$ cat src/rtl/mem_port_initiator.sv
// Memory port initiator: drives a registered-output RAM port and returns
// responses in order through a 3-entry response FIFO with registered head.
module mem_port_initiator #(
  parameter int DATA_WIDTH    = 32,
  parameter int ADDRESS_WIDTH = 32,
  parameter int INDEX_BITS    = 6
) (
  input  logic                     clock,
  input  logic                     reset,
  input  logic                     req_valid,
  output logic                     req_ready,
  input  logic                     req_write,
  input  logic [ADDRESS_WIDTH-1:0] req_address,
  input  logic [DATA_WIDTH-1:0]    req_data,
  output logic                     resp_valid,
  input  logic                     resp_ready,
  output logic [DATA_WIDTH-1:0]    resp_data,
  output logic                     resp_write,
  output logic                     ram_we,
  output logic [ADDRESS_WIDTH-1:0] ram_address,
  output logic [DATA_WIDTH-1:0]    ram_data_in,
  input  logic [DATA_WIDTH-1:0]    ram_data_out
);

  logic                  fire;
  logic                  push;
  logic                  pop;
  logic                  in_flight;
  logic                  fl_write;
  logic [1:0]            count;
  logic [1:0]            n_count;
  logic [1:0]            wr_idx;
  logic [2:0]            credits;
  logic [DATA_WIDTH-1:0] q_data [3];
  logic [DATA_WIDTH-1:0] n_data [3];
  logic [2:0]            q_write;
  logic [2:0]            n_write;

  // Credit check sees only registers; reset gates it so it reads 0 in reset.
  assign credits   = {1'b0, count} + {2'b00, in_flight};
  assign req_ready = ~reset & (credits < 3'd3);
  assign fire      = req_valid & req_ready;

  assign ram_address = {req_address[ADDRESS_WIDTH-1:INDEX_BITS],
                        req_address[INDEX_BITS-1:0]};
  assign ram_data_in = req_data;
  assign ram_we      = fire & req_write;

  assign push       = in_flight;
  assign pop        = resp_valid & resp_ready;
  assign resp_valid = (count != 2'd0);
  assign resp_data  = q_data[0];
  assign resp_write = q_write[0];

  always_comb begin
    n_data  = q_data;
    n_write = q_write;
    n_count = count + {1'b0, push} - {1'b0, pop};
    wr_idx  = pop ? (count - 2'd1) : count;
    if (pop) begin
      n_data[0]  = q_data[1];
      n_data[1]  = q_data[2];
      n_write[0] = q_write[1];
      n_write[1] = q_write[2];
    end
    // Occupancy plus in-flight never exceeds 3, so wr_idx stays in 0..2.
    if (push) begin
      n_data[wr_idx]  = ram_data_out;
      n_write[wr_idx] = fl_write;
    end
  end

  always_ff @(posedge clock or posedge reset) begin
    if (reset) begin
      in_flight <= 1'b0;
      fl_write  <= 1'b0;
      count     <= 2'd0;
      q_write   <= 3'b000;
      for (int i = 0; i < 3; i++) q_data[i] <= '0;
    end else begin
      in_flight <= fire;
      fl_write  <= fire & req_write;
      count     <= n_count;
      q_write   <= n_write;
      q_data    <= n_data;
    end
  end

endmodule

$ cat config.mk
export PLATFORM = sky130hd
export DESIGN_NAME = mem_port_initiator
export DESIGN_NICKNAME = d
export VERILOG_FILES = /design/src/rtl/mem_port_initiator.sv
export SDC_FILE = /design/constraint.sdc
export NUM_CORES = 1
export LEC_CHECK = 0
export BUFFER_PORTS_ARGS = -buffer_cell sky130_fd_sc_hd__buf_4
export CORE_MARGIN = 5
export CORE_UTILIZATION = 46
export DETAILED_ROUTE_END_ITERATION = 6
export GPL_ROUTABILITY_DRIVEN = 0
export PLACE_DENSITY = 0.86
export REMOVE_ABC_BUFFERS = 1
export SETUP_SLACK_MARGIN = 0.3
export SYNTH_ARGS = -nofsm -noshare
export SYNTH_HDL_FRONTEND = slang
export SYNTH_SLANG_ARGS = --single-unit
export TNS_END_PERCENT = 1
$ cat constraint.sdc
create_clock -name clock -period 2.7 [get_ports clock]
set_input_delay 0.27 -clock clock [delete_from_list [all_inputs] [get_ports clock]]
set_output_delay 0.27 -clock clock [all_outputs]
set_load 0.05 [all_outputs]
==> metrics.cfg, run 1 <==
[floorplanning]
core_um2=12600
initial_core_util_pct=46.9
rows=41
die_w_um=123
die_h_um=123
die_area_um2=15200
num_io_pins=201

[detailed_routing]
antenna_left=0
routed_via_density=5.19
drtIter0Drc=285
drc=0
via_count=3626
drt-total-wl_um=15800
wl_per_cell_um=22.6
firstDrtPassIters=4

[final_layout]
nFillCells=1117
seq_area_um2=2580
multi_input_area_um2=2440
drive_gt1_share_pct=41.0
num_antenna_cells=0
finalNetCount=627
synthToLayoutAreaGrowth_pct=4.97

[setup_path]
startpoint_type=flip-flop
crit_arrival_ns=2.12
crit_required_ns=2.43
cp_max_fo=5
worstSetupPathType=flip-flop to output port
end_kind=output port

[sta]
hold_ws_ns=0.0168
fin_crit_sh_pct=88.7
worst_pin_slew_ns=0.698
skew_ns=0.00418
period_needed_ns=2.39
rsz0062_at_grt=yes
hold_viol=0
max_freq_ghz=0.418
fin_tns_setup_ns=0
fin_ws_ns=0.306
drv_slew=0
setup-violations-final=0
slew_headroom_pct=53.4

[power]
cellPowerDensity_nw_per_um2=1230
peakVddDrop_mv=0.641
p_leak_uw=0.00343

[synth]
yosys-top-cells-area=dfrtp_1 44%, mux2_4 23%, nand2_1 13%
synth_warnings=0
synth_common_cells=198 x nand2_1, 103 x dfrtp_1, 96 x buf_4, 90 x mux2_4, 10 x buf_6
syn-mean-instance-area_um2=10.8
syn_inst=547
synth.ff_latch_count=103
yosysMostFrequentCell=nand2_1
ys_async_sr_fraction_pct=100
yosys.area.top_type=dfrtp_1
syn_area_um2=5920
synth_cell_types=22
yosys.area.top_type_share_pct=43.5
synth_edf_count=0
ys_seq_area_share_pct=43.5
synth_flop_cell=dfrtp_1

[clock_network]
clk_pin_slew_ns=0.07
numClockSinks=103
numCtsBuffers=9
clock_latency_ns=0.34
clk_path_buf_depth=2
cts_tree=built
htreeDepth=3
cts_hold_buffers=0
cts_root_buffer=clkbuf_16

[grt]
grt_usage_pct=21.5
grt-ovfl-total=0
antenna_found_initial=0
grt_start_max_net_pins=68
grt_pass1_vias=3738
grt_pass1_wl_um=23800

[placed_design]
dpl_worst_slack_ns=0.357
hpwl_um=11000
portBuffers=72

[flow_run]
maxCapViolCount=0

[hold_path]
hold_class=primary input to async pin

[status]
status=finished, final reports clean

==> worst paths after layout <==
kind                                         from                endpoint  slack, ns  cells past startpoint
min                                         reset    q_data[62]$_DFF_PP0_       0.02                      2
max in group asynchronous                   reset    q_data[38]$_DFF_PP0_       1.98                      3
max                           in_flight$_DFF_PP0_                  ram_we       0.31                      5
max reg2reg                    count[0]$_DFF_PP0_    q_data[40]$_DFF_PP0_       0.50                      7
min in group clock                      req_valid     in_flight$_DFF_PP0_       0.16                      2
min reg2reg                q_data[19]$_DFFE_PP0P_  q_data[19]$_DFFE_PP0P_       0.51                      1
==> sequential cells by signal (all words and copies together), names as in the netlist <==
name,cells
q_data,64
resp_data,32
count,2
in_flight,1
q_write,3
fl_write,1
==> metrics by stage <==
stage / cell area, um2 / utilization (%) / power, uW / cells
final: 6210 / 49.2 / 7640 / 699
after global routing: 6210 / 49.2 / 8090 / 699
after CTS: 6200 / 49.1 / 7690 / 697
after detailed placement: 5900 / 46.7 / 6390 / 680
after global placement: 5900 / 46.7 / 6210 / 680
after floorplan: 5020 / - / 5460 / 426
==> per-layer routing <==
metal | part of all wire, % | wire (um) | global-route usage [%]
met1 | 44 | 6880 | 27.7
met2 | 41 | 6430 | 28.8
met3 | 14 | 2170 | 15.2
met4 | 0.77 | 122 | 3.74
met5 | 1.1 | 176 | 10.8
==> repair_timing <==
item	CTS	global route
setup buffers	1	2
pin swaps	1	1
cloned	0	0
hold endpoints to repair	0	0
gates resized for setup	3	0
setup endpoints to repair	1	19
==> logic make-up after synthesis <==
logic type / synth area share [%]
AOI/OAI and AO/OA: 0.951
and+or+nand+nor: 14.2
muxes: 24.5
DFF: 43.5
adders and majority gates: 0.846
buffers and inverters: 15.5
xor gates and xnor gates: 0.444
==> power by group <==
group          leakage [uW]  internal (uW)  total (uW)  switching [uW]
logic               0.00200           1800        3740            1930
registers           0.00129           2240        2670             425
clock network      0.000137            637        1230             598
==> area by class of cell <==
| cell class | instances | share of cell area [%] |
|---|---|---|
| clock buffers | 9 | 3.62 |
| multi-input cells | 319 | 39.3 |
| well taps | 172 | 3.46 |
| repair buffers | 85 | 10.9 |
| flip-flops and latches | 103 | 41.5 |
| inverters | 4 | 0.282 |
| clock inverters | 7 | 0.946 |
==> critical path: stages (launching register included) <==
cell	delay (ns)
dfrtp_2	0.48
ha_1	0.23
ha_1	0.29
a211oi_2	0.28
and3_2	0.28
buf_4	0.21
==> cell usage in the layout (no fill, tap or decap), types with 2 or more instances in the layout <==
| cell type | synthesis | routed |
|---|---|---|
| inv_1 | 3 | 2 |
| buf_4 | 96 | 82 |
| nor3_2 | 3 | 3 |
| xnor2_1 | 3 | 3 |
| ha_1 | 4 | 4 |
| mux2_2 | 9 | 9 |
| clkbuf_16 | 0 | 9 |
| and3_4 | 2 | 2 |
| o21ai_4 | 3 | 3 |
| mux2_4 | 90 | 90 |
| dfrtp_1 | 103 | 102 |
| buf_12 | 0 | 3 |
| nand2_1 | 198 | 198 |
| clkinv_4 | 0 | 4 |
No activity file was read; power rests on OpenSTA's default activity.
==> inputs of run 2 (changes only) <==
- CORE_UTILIZATION: 46 -> 57
- CTS_BUF_LIST: unset -> sky130_fd_sc_hd__clkbuf_8
- PLACE_DENSITY: 0.86 -> 0.95
- clock period: 2.7 -> 3 ns (I/O delays scaled with it)
==> metrics.cfg, run 2 (synthesis results as in run 1) <==
[grt]
grt_usage_pct=24.6  ; +3.1 points
grt_pass1_vias=3760  ; +0.59%
antenna_found_initial=0  ; unchanged
grt-ovfl-total=0  ; unchanged
grt_start_max_net_pins=68  ; unchanged
grt_pass1_wl_um=23600  ; -0.99%

[setup_path]
max_stage_delay_ns=0.52  ; +0.04 ns
crit_arrival_ns=2.25  ; +0.13 ns
worstSetupPathType=flip-flop to output port
crit_cells=5  ; unchanged
cp_top_family=adder cells
path_cells=ha_1 -> ha_1 -> a211oi_1 -> and3_1 -> buf_4
path_common_cell=ha_1
startpoint_type=flip-flop
r2r_cells=8  ; +1
crit_required_ns=2.70  ; +0.27 ns
end_kind=output port
cp_max_fo=5  ; unchanged
cpMaxStageDelayCell=dfrtp_1
cp_num_buf_inv=1  ; unchanged

[floorplanning]
rows=37  ; -9.8%
num_io_pins=201  ; unchanged
core_um2=10200  ; -19%
die_h_um=112  ; -9.3%
initial_core_util_pct=57.9  ; +11 points
die_w_um=112  ; -9.3%
die_area_um2=12500  ; -18%

[sta]
hold_ws_ns=0.0171  ; +0.000308 ns
slew_headroom_pct=49.5  ; -4.0 points
period_needed_ns=2.55
fin_ws_ns=0.451  ; +0.145 ns
skew_ns=0.00826  ; +0.00407 ns
worst_pin_slew_ns=0.758  ; +0.0593 ns
max_freq_ghz=0.392
hold_viol=0  ; unchanged
setup-violations-final=0  ; unchanged
fin_crit_sh_pct=85.0
drv_slew=0  ; unchanged
rsz0062_at_grt=no

[status]
status=finished, final reports clean

[power]
switchingPower_uw=2610  ; -12%
p_seq_share_pct=36.8  ; +1.9 points
comb_power_share_pct=50.6  ; +1.7 points
cellPowerDensity_nw_per_um2=1080  ; -12%
p_leak_uw=0.00337  ; -1.9%
peakVddDrop_mv=0.595  ; -7.2%
p_clk_share_pct=12.6  ; -3.6 points
p_int_uw=3930  ; -16%
switching_share_pct=39.9  ; +1.2 points

[final_layout]
synthToLayoutAreaGrowth_pct=2.03
num_antenna_cells=0  ; unchanged
final_cell_mix=198 x nand2_1, 103 x dfrtp_1, 90 x mux2_4, 78 x buf_4
finalNetCount=623  ; -0.64%
layout_commonest_cell=nand2_1
largest_reg_flops=64  ; unchanged
drive_gt1_share_pct=40.0  ; -1.0 points
regMostFlops=q_data

[flow_run]
maxCapViolCount=0  ; unchanged

[detailed_routing]
wl_per_cell_um=22.8  ; +1.0%
routed_via_density=5.39  ; +3.8%
antenna_left=0  ; unchanged
via_count=3550  ; -2.1%
firstDrtPassIters=4  ; unchanged
drc=0  ; unchanged
drt-total-wl_um=15000  ; -4.8%
drtIter0Drc=253  ; -11%

[clock_network]
cts_root_buffer=clkbuf_8
clock_latency_ns=0.35  ; about the same
numCtsBuffers=9  ; unchanged
cts-resized-gates=0  ; -3
clk_path_buf_depth=2  ; unchanged
clk_pin_slew_ns=0.10  ; +0.03 ns
cts_setup_buffers=0  ; -1
cts_hold_buffers=0  ; unchanged
numClockSinks=103  ; unchanged
htreeDepth=3  ; unchanged
cts_tree=built

[placed_design]
portBuffers=72  ; unchanged
dpl_worst_slack_ns=0.494  ; +0.137 ns
hpwl_um=11000  ; -0.41%

[hold_path]
hold_class=primary input to async pin

run 2: power groups by stage:
stage | combinational, uW | clock [uW] | sequential [uW]
5_1_grt | 3560 | 920 | 2490
4_1_cts | 3340 | 859 | 2400
2_1_floorplan | 1970 | 0 | 2940
3_5_place_dp | 3330 | 0 | 2420
6_report | 3310 | 827 | 2410
3_3_place_gp | 3190 | 0 | 2380
run 2: path summary, 6_finish.rpt:
check	start	end	slack (ns)
max in group asynchronous	reset	q_data[55]$_DFF_PP0_	2.28
worst max register to register	count[0]$_DFF_PP0_	q_data[17]$_DFFE_PP0P_	0.49
worst min register to register	q_data[23]$_DFFE_PP0P_	q_data[23]$_DFFE_PP0P_	0.52
worst max-delay path	in_flight$_DFF_PP0_	ram_we	0.45
worst min-delay path	reset	q_data[49]$_DFF_PP0_	0.02
min in group clock	req_valid	in_flight$_DFF_PP0_	0.16
run 2: cell type report:
| class | instances | area (um2) |
|---|---|---|
| multi-input combinational | 319 | 2440 |
| clock buffer | 9 | 124 |
| timing repair buffer | 81 | 646 |
| sequential | 103 | 2580 |
| clock inverter | 7 | 68.8 |
| fill | 794 | 4190 |
| inverter | 4 | 17.5 |
| tap | 136 | 170 |
run 2: through the flow:
stage / total power (uW) / setup TNS, ns / instances / utilization, % / instance area (um2)
finish: 6550 / 0 / 659 / 59.0 / 6040
CTS: 6610 / 0 / 659 / 59.0 / 6040
global route: 6970 / 0 / 659 / 59.0 / 6040
detailed placement: 5750 / 0 / 643 / 57.1 / 5850
global placement: 5570 / 0 / 643 / 57.1 / 5850
floorplan: 4910 / -179.01 / 426 / - / 5020
run 2: metal layers:
layer	share of wire [%]	global-route usage (%)	up-vias
met5	1.2	12.5	-
met4	0.65	3.65	8
met3	15	17.5	19
met2	40	32.3	186
met1	43	32.6	1746
li1	-	-	1591
